**src/rtl/alu_pkg.sv**
```systemverilog
// Shared ALU constants: opcodes, flag bit positions and the sticky-flag helper.
package alu_pkg;

  localparam logic [3:0] OP_ADD = 4'h0;
  localparam logic [3:0] OP_SUB = 4'h1;

  localparam int unsigned FLAG_C = 3;
  localparam int unsigned FLAG_V = 2;
  localparam int unsigned FLAG_Z = 1;
  localparam int unsigned FLAG_N = 0;

  localparam int unsigned FIFO_DEPTH = 2;

  typedef struct packed {
    logic carry;
    logic overflow;
  } sticky_t;

  // Flags that feed the sticky register, packed in sticky port order.
  function automatic sticky_t sticky_hits(input logic [3:0] flags);
    sticky_t s;
    s.carry    = flags[FLAG_C];
    s.overflow = flags[FLAG_V];
    return s;
  endfunction

endpackage

```
**src/rtl/alu_res_fifo.sv**
```systemverilog
// Two-entry result FIFO with 1-bit wrapping pointers; head reads as zero when empty.
module alu_res_fifo #(
  parameter int unsigned DW = 40
) (
  input  logic          clk,
  input  logic          rst,
  input  logic          push_i,
  input  logic          pop_i,
  input  logic [DW-1:0] wdata_i,
  output logic [DW-1:0] rdata_o,
  output logic [1:0]    cnt_o,
  output logic [1:0]    cnt_d_o
);

  logic [DW-1:0] mem_q [2];
  logic          wptr_q, rptr_q;
  logic [1:0]    cnt_q, cnt_d;
  logic          do_push, do_pop;

  // Guard against overflow/underflow even if the caller misbehaves.
  assign do_push = push_i && (cnt_q != 2'd2);
  assign do_pop  = pop_i && (cnt_q != 2'd0);

  always_comb begin
    cnt_d = cnt_q;
    unique case ({do_push, do_pop})
      2'b10:   cnt_d = cnt_q + 2'd1;
      2'b01:   cnt_d = cnt_q - 2'd1;
      default: cnt_d = cnt_q;
    endcase
  end

  always_ff @(posedge clk or posedge rst) begin
    if (rst) begin
      mem_q[0] <= '0;
      mem_q[1] <= '0;
      wptr_q   <= 1'b0;
      rptr_q   <= 1'b0;
      cnt_q    <= 2'd0;
    end else begin
      if (do_push) begin
        mem_q[wptr_q] <= wdata_i;
        wptr_q        <= ~wptr_q;
      end
      if (do_pop) begin
        rptr_q <= ~rptr_q;
      end
      cnt_q <= cnt_d;
    end
  end

  assign rdata_o = (cnt_q == 2'd0) ? '0 : mem_q[rptr_q];
  assign cnt_o   = cnt_q;
  assign cnt_d_o = cnt_d;

endmodule

```
**src/rtl/alu_result_stage.sv**
```systemverilog
// ALU result stage: 2-deep output buffer, retired-result counter and sticky C/V flags.
// Sticky flags are built only when ALU_STICKY_FLAGS_EN is defined; otherwise sticky is 0.
module alu_result_stage
  import alu_pkg::*;
#(
  parameter int unsigned WIDTH     = 32,
  parameter int unsigned CNT_WIDTH = 16
) (
  input  logic                 clk,
  input  logic                 rst,
  input  logic                 in_valid,
  output logic                 in_ready,
  input  logic [WIDTH-1:0]     in_y,
  input  logic [3:0]           in_flags,
  input  logic [3:0]           in_op,
  output logic                 out_valid,
  input  logic                 out_ready,
  output logic [WIDTH-1:0]     out_y,
  output logic [3:0]           out_flags,
  output logic [3:0]           out_op,
  output logic [CNT_WIDTH-1:0] retired,
  output logic [1:0]           sticky,
  input  logic                 sticky_clr
);

  localparam int unsigned DW = WIDTH + 8;

  logic                 in_ready_q;
  logic [CNT_WIDTH-1:0] retired_q, retired_d;
  logic                 push, pop;
  logic [DW-1:0]        rdata;
  logic [1:0]           cnt, cnt_d;

  assign push = in_valid && in_ready_q;
  assign pop  = out_valid && out_ready;

  alu_res_fifo #(
    .DW (DW)
  ) u_fifo (
    .clk     (clk),
    .rst     (rst),
    .push_i  (push),
    .pop_i   (pop),
    .wdata_i ({in_op, in_flags, in_y}),
    .rdata_o (rdata),
    .cnt_o   (cnt),
    .cnt_d_o (cnt_d)
  );

  assign out_valid = (cnt != 2'd0);
  assign out_y     = rdata[WIDTH-1:0];
  assign out_flags = rdata[WIDTH+3:WIDTH];
  assign out_op    = rdata[WIDTH+7:WIDTH+4];

  always_comb begin
    retired_d = retired_q;
    if (pop) begin
      retired_d = retired_q + CNT_WIDTH'(1);
    end
  end

  // in_ready looks at next occupancy so it never depends on out_ready in the same cycle.
  always_ff @(posedge clk or posedge rst) begin
    if (rst) begin
      in_ready_q <= 1'b0;
      retired_q  <= '0;
    end else begin
      in_ready_q <= (cnt_d < 2'(FIFO_DEPTH));
      retired_q  <= retired_d;
    end
  end

  assign in_ready = in_ready_q;
  assign retired  = retired_q;

`ifdef ALU_STICKY_FLAGS_EN
  sticky_t sticky_q, sticky_d, hits;

  assign hits = push ? sticky_hits(in_flags) : '0;

  // Any set in the same cycle as a clear suppresses the clear entirely.
  always_comb begin
    sticky_d = sticky_q | hits;
    if (sticky_clr && (hits == '0)) begin
      sticky_d = '0;
    end
  end

  always_ff @(posedge clk or posedge rst) begin
    if (rst) begin
      sticky_q <= '0;
    end else begin
      sticky_q <= sticky_d;
    end
  end

  assign sticky = sticky_q;
`else
  logic unused_sticky_clr;
  assign unused_sticky_clr = sticky_clr;
  assign sticky            = 2'b00;
`endif

endmodule

```
**config.mk**
```make
export PLATFORM = sky130hd
export DESIGN_NAME = alu_result_stage
export DESIGN_NICKNAME = d
export VERILOG_FILES = /design/src/rtl/alu_pkg.sv /design/src/rtl/alu_res_fifo.sv /design/src/rtl/alu_result_stage.sv
export SDC_FILE = /design/constraint.sdc
export NUM_CORES = 1
export LEC_CHECK = 0
export ABC_AREA = 0
export BUFFER_PORTS_ARGS = -buffer_cell sky130_fd_sc_hd__buf_2
export CAP_MARGIN = 25
export CORE_UTILIZATION = 52
export DETAILED_ROUTE_END_ITERATION = 10
export PLACE_DENSITY = 0.81
export SYNTH_ARGS = -nofsm -noshare
export SYNTH_HDL_FRONTEND = slang
export SYNTH_SLANG_ARGS = --single-unit
```
**constraint.sdc**
```tcl
create_clock -name clk -period 4 [get_ports clk]
set_clock_uncertainty 0.2 [all_clocks]
set_input_delay 0.8 -clock clk [delete_from_list [all_inputs] [get_ports clk]]
set_output_delay 0.8 -clock clk [all_outputs]
set_load 0.02 [all_outputs]
```
## Word level (Yosys, flattened, before mapping)

Index checks and enable logic that the tools add are counted.

| word-level totals | value |
|---|---|
| output and inout port bits | 60 |
| register bits after elaboration | 101 |

| operators by class | value |
|---|---|
| bitwise logic cells | 4 |
| $lt $le $gt $ge | 4 |
| add/sub/neg operators | 3 |
| equal/unequal tests | 3 |
| mux-type cells | 8 |
| reduce and logical (&&, ||, !) cells | 7 |

Operators by type and width:

| kind | number |
|---|---|
| $mux W40 | 5 |
| $bwmux W80 | 1 |
| $demux W40 S1 | 1 |
| $add A16 B1 Y16 const B | 1 |
| $logic_and A1 B1 Y1 | 5 |
| $ge A2 B2 Y1 const B | 2 |
| $not A1 Y2 | 2 |
| $pmux W2 S2 | 1 |
| $add A2 B1 Y2 const B | 1 |
| $eq A2 B1 Y1 const B | 1 |
| $eq A2 B2 Y1 const B | 1 |
| $logic_not A2 Y1 | 1 |
| $lt A2 B1 Y1 const B | 1 |
| $lt A2 B2 Y1 const B | 1 |
| $ne A2 B2 Y1 const B | 1 |
| $not A1 Y1 | 2 |
| $reduce_bool A2 Y1 | 1 |
| $sub A2 B1 Y2 const B | 1 |

## Logic depth before layout (Yosys ltp)

Gate-level depths: netlist of run 1.

| logic depth | value |
|---|---|
| depth after elaboration | 6 |
| gate-level depth with buffers | 10 |
| mapped depth without buffers | 9 |

## By module

A second synthesis of run 1 with hierarchy kept.

| unflattened totals | value |
|---|---|
| cells, all modules | 342 |
| area, all modules | 4700.8 um^2 |

Modules (own cells, without submodules):

| module | sequential area each (um^2) | cells each | area each (um^2) | instances |
|---|---|---|---|---|
| alu_res_fifo | 2102.0 | 276 | 3923.8 | 1 |
| alu_result_stage | 425.4 | 66 | 777.0 | 1 |

## Worst setup path after synthesis of run 1

No wires, ideal clock.

| timing | value |
|---|---|
| kind | reg-to-output |
| from | reg u_fifo.cnt_q[0], in the netlist u_fifo.cnt_o[0] |
| to | out out_flags[0] |
| data arrival time | 1144 ps |
| path slack | 1856 ps |
| cell stages (with the launch flop) | 5 |
| required time | 3000 ps |
| buffers on the path | 2 |
| cells stage by stage | dfrtp_1 buf_6 nor2_1 clkbuf_1 nor2_1 |

| between the ends | value |
|---|---|
| word-level cells in the longest chain between the ends | 2 |

Ends and longest elaborated chain:

| element | RTL line | text |
|---|---|---|
| start: declaration | alu_res_fifo.sv:17 | `logic [1:0] cnt_q, cnt_d;` |
| start signal: assignment | alu_res_fifo.sv:48 | `cnt_q <= cnt_d;` |
| $logic_not A2 Y1 | alu_res_fifo.sv:52 | `assign rdata_o = (cnt_q == 2'd0) ? '0 : mem_q[rptr_q];` |
| $mux W40 | alu_res_fifo.sv:52 |  |
| end: declaration | alu_result_stage.sv:19 | `output logic [3:0] out_flags,` |

No other way between the ends.

## Worst setup path after layout of run 1

| timing | value |
|---|---|
| from | reg u_fifo.cnt_q[0], in the netlist u_fifo.cnt_o[0] |
| to | out out_flags[1] |

The elaborated chain is that of the path after synthesis.

==> results of run 1 <==
[worst register-to-register path, delay by kind of cell (launching register included)]
kind          cells  cell delay, ps
simple gates      3             960
flops             1             530
fa+ha+maj         1             330
buf+inv           3             300
xor+xnor          1             150
[layout make-up]
| type | count | area [um^2] |
|---|---|---|
| Fill cell | 729 | 3270 |
| Multi-Input combinational cell | 218 | 2020 |
| Timing Repair Buffer | 109 | 586 |
| Tap cell | 108 | 135 |
| Inverter | 6 | 25.0 |
| Clock buffer | 9 | 124 |
| Sequential cell | 101 | 2530 |
| Clock inverter | 7 | 80.1 |
[placed cells by master, fill, tap and decap left out, drive strengths merged]
master,Yosys,routed
and3,2,2
and2,2,2
xnor2,12,12
nand2,10,10
dfrtp,101,101
buf,16,109
or2,1,1
o211a,1,1
nand3,6,6
o211ai,1,1
o2111ai,1,1
clkinv,0,2
ha,2,2
inv,6,9
conb,1,2
nor2,47,47
nand4,1,1
and4,3,3
bufinv,0,1
mux2i,40,40
xor2,7,7
clkinvlp,0,1
mux2,80,80
clkbuf,5,9
[registers in the layout, summed over array words and instances, names as in the netlist, named ones only]
name / flops
retired: 16
u_fifo.rptr_q: 1
u_fifo.wptr_q: 1
u_fifo.mem_q: 80
in_ready: 1
u_fifo.cnt_o: 1
[worst min-delay path by stage]
stage,to,depth (start not counted)
2_1_floorplan,u_fifo.wptr_q,2
3_3_place_gp,retired[15],1
3_5_place_dp,retired[15],1
4_1_cts,u_fifo.mem_q[66],2
5_1_grt,u_fifo.mem_q[38],2
6_report,u_fifo.mem_q[26],2
[metrics by stage]
stage / total power, mW / area [um^2]
after floorplan: 3.61 / 4720
after global placement: 4.13 / 5270
after detailed placement: 4.23 / 5290
after CTS: 4.90 / 5500
after global routing: 5.18 / 5500
final: 4.85 / 5500
[power groups by stage]
| stage | combinational (mW) | sequential [mW] | clock [mW] |
|---|---|---|---|
| detailed placement | 2.42 | 1.81 | 0 |
| CTS | 2.43 | 1.79 | 0.683 |
| global placement | 2.37 | 1.76 | 0 |
| finish | 2.39 | 1.79 | 0.667 |
| global route | 2.60 | 1.85 | 0.729 |
| floorplan | 1.87 | 1.74 | 0 |
[cell families after synthesis]
| group | share of synthesized area (%) |
|---|---|
| multiplexers | 30.7 |
| flip-flops | 53.6 |
| AND/OR/NAND/NOR | 6.53 |
| buffers and inverters | 4.22 |
| XOR/XNOR | 3.53 |
| AO/OA/AOI/OAI | 0.849 |
| adder cells (fa/ha/maj) | 0.530 |
| other | 0.0795 |
[layer usage]
| layer | wire, um | up-vias | GRT usage [%] | part of all wire, % |
|---|---|---|---|---|
| met4 | 109 | 0 | 6.79 | 1.2 |
| met1 | 4100 | 1442 | 26.7 | 46 |
| met3 | 375 | 10 | 4.03 | 4.2 |
| met2 | 4430 | 66 | 34.5 | 49 |
| li1 | - | 1366 | - | - |
| met5 | 0 | - | 0 | 0 |
[synthesized netlist by cell type (all sizes together)]
cell,n
mux2i,40
and2,2
o211a,1
nand3,6
mux2,80
clkbuf,5
nand4,1
dfrtp,101
conb,1
o2111ai,1
and3,2
nand2,10
nor2,47
or2,1
inv,6
o211ai,1
xnor2,12
buf,16
and4,3
xor2,7
ha,2
==> results.toml, run 1 <==
[synth]
synthDistinctLibCells = 26
synthTopCellsByArea = "dfrtp_1, mux2_4, mux2_2"
ys_ff_latch = 101
yosys.area.top_type = "dfrtp_1"
netlist_instances = 345
synth_area_per_cell_um2 = 13.7
syn_area_um2 = 4720
synth_top_cell_area_share_pct = 53.6
synth_seq_area_share_pct = 53.6
ys_warn_count = 0

[power_and_ir_drop]
intPower_mw = 2.93
seq_power_share_pct = 36.9
p_leak_nw = 2.90
ir_worst_vdd_mv = 0.374
p_sw_mw = 1.92
clkPwrFrac_pct = 13.7
switching_share_pct = 39.5
p_comb_share_pct = 49.4
power_density_nw_per_um2 = 882

[route]
drtAntennaViolNets = 0
wl_per_cell_um = 16.2
viasPerCell = 5.17
drt_wl_total_um = 9020
num_vias = 2884
first_pass_iters = 4
drtIter0Drc = 79
drc = 0

[sta]
whs_ps = 278
worst_pin_slew_ps = 982
clock.fmax_ghz = 0.325
fin_tns_setup_ps = 0
hold_viol_final = 0
fin_crit_sh_pct = 76.8
slew_headroom_pct = 34.6
grt_setup_unrepaired = "false"
post-route-min-period_ps = 3070
layout_setup_ws_ps = 927
drv_slew = 0
finalSetupViolations = 0

[clock_tree]
tritoncts = "built"
h-tree-depth = 3
post_cts_resize_count = 0
cts-root-buf = "clkbuf_8"
clk_latency_ps = 360
path_clk_slew_ps = 100
cts_setup_buffers = 0
clock_path_buffers = 2
clock-sinks = 101
cts_hold_buf = 0
cts_made_buffers = 9

[worst_setup_path]
r2r-start = "u_fifo.cnt_o[0]"
crit_start = "u_fifo.cnt_o[0]"
crit_type = "reg2out"
r2r_end = "in_ready"
cp.required_ps = 3000
max_stage_delay_ps = 600
crit_cells = 4
path_buf_inv = 2
crit_path_start_kind = "flop"
path_cells = "nor2_4 > buf_4 > nor2_1 > buf_2"
worst-r2r-setup-slack_ps = 1420
endpoint_kind = "output port"
ff2ff_path_depth = 8
cpMaxStageDelayCell = "nor2_4"
critPathArrivalTime_ps = 2070
path_max_fanout = 27
worstSetupEndpoint = "out_flags[1]"
cp_top_family = "simple AND/OR/NAND/NOR gates"

[placed_design]
post-place-ws_ps = 1290
gp_congestion = 0.714
dp_hpwl_um = 6140
io_buffer_count = 101
dpl.cell_count = 542

[layout]
syn2layout_area_growth_pct = 16.6
drive_gt1_share_pct = 47.1
layout.nets = 492
fin_cells = 558
antennaDiodeCount = 0
utilization_pct = 62.7

[min_path]
hp-class = "in2async"

[floorplan]
rows = 34
die_w_um = 97.2
die_h_um = 97.2
core-area_um2 = 8760
ios = 105
design.die.area_um2 = 9460
start_util_pct = 53.8

[global_routing]
overflow = 0
grt_pass1_wl_um = 15300
grt.total_usage_pct = 20.5
grt_pass1_vias = 3128
grt_start_max_net_pins = 51
antenna_found_initial = 0

[run]
maxCapViolations = 0

[run_status]
status = "finished clean"
Power figures use the tool's default switching activity.
==> run 2, diff against run 1 <==
==> constraint.sdc (replaced) <==
create_clock -name clk -period 3.1 [get_ports clk]
set_clock_uncertainty 0.2 [all_clocks]
set_input_delay 0.62 -clock clk [delete_from_list [all_inputs] [get_ports clk]]
set_output_delay 0.62 -clock clk [all_outputs]
set_load 0.02 [all_outputs]
==> run 2 against run 1 <==
  * Die area unchanged
  * Sequential cell count unchanged
  * Clock power up 19%
  * Power up 28%
  * Clock-buffer cell count up 3
  * Sequential power up 29%
  * Routed wire length down 1.2%
  * Non-clock buffer count up 2
  * Worst hold slack worse by 180 ps
  * Worst setup slack worse by 500 ps
  * Largest cell class unchanged
==> results.toml, run 2 (synthesis results as in run 1) <==
[placed_design]
gp_congestion = 0.818
post-place-ws_ps = 687
dp_hpwl_um = 6200
io_buffer_count = 101

[route]
drc = 0
first_pass_iters = 4
viasPerCell = 5.28
num_vias = 2949
drtIter0Drc = 95
drtAntennaViolNets = 0
wl_per_cell_um = 16.0
drt_wl_total_um = 8900

[worst_setup_path]
r2r-start = "u_fifo.cnt_o[0]"
path_max_fanout = 18
cp.required_ps = 2280
crit_type = "reg2out"
crit_start = "u_fifo.cnt_o[0]"
critPathArrivalTime_ps = 1860
worst-r2r-setup-slack_ps = 740
worstSetupEndpoint = "out_y[19]"
r2r_end = "in_ready"
endpoint_kind = "output port"
crit_path_start_kind = "flop"
ff2ff_path_depth = 9

[floorplan]
die_h_um = 97.2
rows = 34
start_util_pct = 53.8
die_w_um = 97.2
design.die.area_um2 = 9460
core-area_um2 = 8760
ios = 105

[clock_tree]
cts_hold_buf = 0
cts_made_buffers = 9
h-tree-depth = 3
clock-sinks = 101
cts_setup_buffers = 0
tritoncts = "built"
clock_path_buffers = 2
cts-root-buf = "clkbuf_8"
path_clk_slew_ps = 90
clk_latency_ps = 350
post_cts_resize_count = 0

[power_and_ir_drop]
seq_power_share_pct = 37.1
p_comb_share_pct = 50.1
ir_worst_vdd_mv = 0.553
power.total_mw = 6.21
switching_share_pct = 38.8
power_density_nw_per_um2 = 1130
intPower_mw = 3.80
p_sw_mw = 2.41
p_leak_nw = 2.89
clkPwrFrac_pct = 12.8

[layout]
layout.nets = 494
fill_cells = 712
final_cell_mix = "buf_2, dfrtp_1, nor2_1"
seq_area_um2 = 2530
antennaDiodeCount = 0
final_common_cell = "buf_2"
multi_input_area_um2 = 2020
top_register = "u_fifo.mem_q"
drive_gt1_share_pct = 46.7
largest_reg_flops = 80
syn2layout_area_growth_pct = 16.2

[sta]
fin_tns_setup_ps = 0
finalSetupViolations = 0
fin_crit_sh_pct = 86.4
clock.fmax_ghz = 0.374
hold_viol_final = 0
worst_pin_slew_ps = 514
post-route-min-period_ps = 2680
grt_setup_unrepaired = "false"
layout_setup_ws_ps = 423
drv_slew = 0
slew_headroom_pct = 65.6

[min_path]
hp-class = "in2async"

[global_routing]
grt_pass1_vias = 3034
antenna_found_initial = 0
grt_start_max_net_pins = 53
grt_pass1_wl_um = 14800
overflow = 0
grt.total_usage_pct = 20.0

[run]
maxCapViolations = 0

[run_status]
status = "finished clean"
==> run 2: changes by cell type in the layout (fill, tap and decap cells not counted), sizes merged <==
cell    before  now
buf        109  111
clkbuf       9   12
clkinv       2    1
inv          9    5
==> run 2: power groups by stage <==
| stage | Sequential (mW) | Clock, mW | Combinational (mW) |
|---|---|---|---|
| 6_report | 2.31 | 0.797 | 3.11 |
| 4_1_cts | 2.31 | 0.821 | 3.16 |
| 3_5_place_dp | 2.33 | 0 | 3.15 |
| 2_1_floorplan | 2.25 | 0 | 2.41 |
| 3_3_place_gp | 2.28 | 0 | 3.07 |
| 5_1_grt | 2.38 | 0.866 | 3.35 |
==> run 2: per-layer routing <==
| metal | global-route usage [%] | vias up | wire (um) |
|---|---|---|---|
| li1 | - | 1376 | - |
| met1 | 25.6 | 1503 | 3910 |
| met2 | 33.6 | 66 | 4570 |
| met3 | 5.83 | 4 | 371 |
| met4 | 4.41 | 0 | 58 |
| met5 | 0 | - | 0 |
==> run 2: final cells by class <==
cell class	instances	area share, %
Timing Repair Buffer	111	10.8
Inverter	6	0.479
Multi-Input combinational cell	218	36.8
Clock buffer	12	2.65
Clock inverter	2	0.639
Sequential cell	101	46.1
Tap cell	108	2.46
==> run 2: how the worst min path moves through the flow <==
stage	endpoint	depth (start not counted)	start
after detailed placement	retired[15]	1	retired[15]
after global placement	retired[15]	1	retired[15]
after CTS	in_ready	2	rst
after floorplan	u_fifo.wptr_q	2	u_fifo.wptr_q
after global routing	retired[13]	2	rst
final	retired[15]	2	rst
==> run 2: per-stage QoR <==
stage | cell area (um^2) | hold WS [ps] | instances | util [%]
2_1_floorplan | 4720 | 258 | 346 | -
3_3_place_gp | 5300 | 254 | 544 | 60.5
3_5_place_dp | 5300 | 258 | 544 | 60.5
4_1_cts | 5480 | 98.1 | 558 | 62.6
5_1_grt | 5480 | 119 | 558 | 62.6
6_report | 5480 | 96.9 | 558 | 62.6
==> run 2: worst max-delay path: stages (launching register included) <==
cell	delay (ps)
dfrtp_1	540
nor2_4	390
buf_4	330
nor2_1	90
buf_2	160
==> run 3, diff against run 2 <==
--- a/config.mk
+++ b/config.mk
@@ -11,6 +11,7 @@
 export CORE_UTILIZATION = 52
 export DETAILED_ROUTE_END_ITERATION = 10
 export PLACE_DENSITY = 0.81
+export RECOVER_POWER = 25
 export SYNTH_ARGS = -nofsm -noshare
 export SYNTH_HDL_FRONTEND = slang
 export SYNTH_SLANG_ARGS = --single-unit
==> run 3 against run 2 <==
  * Register-to-register slack barely moved
  * Maximum frequency hardly changed
  * Routed wire length increased by 0.10%
  * Sequential cell count unchanged
  * Critical path depth unchanged
  * Clock power shrank 0.8%
  * Power about the same
  * Worst setup slack got worse by 1.9 ps
  * Worst hold slack improved by 130 ps
  * Critical path type unchanged
  * Largest power group unchanged
==> results.toml, run 3 (synthesis results as in run 1) <==
[run_status]
status = "finished clean"

[worst_setup_path]
endpoint_kind = "output port"
cpMaxStageDelayCell = "dfrtp_1"
cp.required_ps = 2280
path_max_fanout = 18
max_stage_delay_ps = 540
crit_type = "reg2out"
path_buf_inv = 2
crit_path_start_kind = "flop"
path_cells = "nor2_4 > buf_4 > nor2_1 > buf_2"
cp_top_family = "flip-flops"
critPathArrivalTime_ps = 1860

[global_routing]
grt_pass1_wl_um = 14800
grt.total_usage_pct = 20.0
grt_pass1_vias = 3034
antenna_found_initial = 0
overflow = 0
grt_start_max_net_pins = 53

[route]
drtIter0Drc = 75
num_vias = 2950
routed.top_layer = "met4"
drtAntennaViolNets = 0
wl_met3_um = 326
drt_wl_total_um = 8910
viasPerCell = 5.29
wl_per_cell_um = 16.0
wl_met2_um = 4640
drc = 0
first_pass_iters = 4
wl_met1_um = 3900

[sta]
worst_pin_slew_ps = 1260
whs_ps = 228
drv_slew = 0
clock.fmax_ghz = 0.373
fin_crit_sh_pct = 86.4
grt_setup_unrepaired = "false"
finalSetupViolations = 0
hold_viol_final = 0
fin_tns_setup_ps = 0
slew_headroom_pct = 15.8
post-route-min-period_ps = 2680

[clock_tree]
clock-sinks = 101
cts-root-buf = "clkbuf_8"
h-tree-depth = 3
clk_latency_ps = 340
cts_hold_buf = 0
cts_made_buffers = 9
clock_path_buffers = 2
cts_setup_buffers = 0
path_clk_slew_ps = 90
post_cts_resize_count = 0
tritoncts = "built"

[layout]
utilization_pct = 62.4
top_register = "u_fifo.mem_q"
largest_reg_flops = 80
syn2layout_area_growth_pct = 15.9
layout.nets = 494
antennaDiodeCount = 0
drive_gt1_share_pct = 46.7
fill_cells = 713
fin_cells = 558
final_cell_mix = "buf_2, dfrtp_1, nor2_1"
final_common_cell = "buf_2"

[floorplan]
design.die.area_um2 = 9460
die_w_um = 97.2
die_h_um = 97.2
start_util_pct = 53.8
rows = 34
core-area_um2 = 8760
ios = 105

[placed_design]
gp_congestion = 0.818
io_buffer_count = 101
dpl.cell_count = 544
dp_hpwl_um = 6200

[power_and_ir_drop]
p_leak_nw = 2.88
power.total_mw = 6.21
power_density_nw_per_um2 = 1140
ir_worst_vdd_mv = 0.554

[run]
maxCapViolations = 0

[min_path]
hp-class = "in2async"
-- run 3: cell types whose count changed in the layout (fill, tap and decap cells not counted) --
cell and change:
clkinvlp_4 -1, buf_12 -1, clkinvlp_2 +1, clkbuf_2 +1
-- run 3: cell type report --
class / count / area [um^2] / share of cell area (%)
flip-flops and latches: 101 / 2530 / 46.3
multi-input cells: 218 / 2020 / 37.0
repair buffers: 111 / 578 / 10.6
clock buffers: 12 / 145 / 2.66
clock inverters: 2 / 35.0 / 0.641
inverters: 6 / 23.8 / 0.435
well taps: 108 / 135 / 2.47
-- run 3: worst paths after layout --
| check | start | end | slack [ps] | depth (start not counted) |
|---|---|---|---|---|
| max in group asynchronous | rst | u_fifo.mem_q[69] | 760 | 3 |
| worst max-delay path | u_fifo.cnt_o[0] | out_y[19] | 420 | 4 |
| worst max register to register | u_fifo.cnt_o[0] | in_ready | 740 | 9 |
| worst min register to register | retired[15] | retired[15] | 280 | 1 |
| min in group clk | retired[15] | retired[15] | 280 | 1 |
| worst min-delay path | rst | retired[15] | 230 | 2 |
-- run 3: power breakdown --
part / switching, mW / total [mW] / internal, mW
logic: 1.63 / 3.11 / 1.48
clock network: 0.404 / 0.791 / 0.387
registers: 0.379 / 2.31 / 1.93
total: 2.41 / 6.21 / 3.80
-- run 3: routing by layer --
metal  GRT usage, %  vias up
met4           4.41        0
li1               -     1377
met2           33.6       62
met5              0        -
met1           25.6     1509
met3           5.83        2
-- run 3: per-stage QoR --
| stage | area, um^2 | setup WS [ps] |
|---|---|---|
| 2_1_floorplan | 4720 | 1060 |
| 3_3_place_gp | 5300 | 709 |
| 3_5_place_dp | 5300 | 687 |
| 4_1_cts | 5480 | 376 |
| 5_1_grt | 5470 | 302 |
| 6_report | 5470 | 421 |
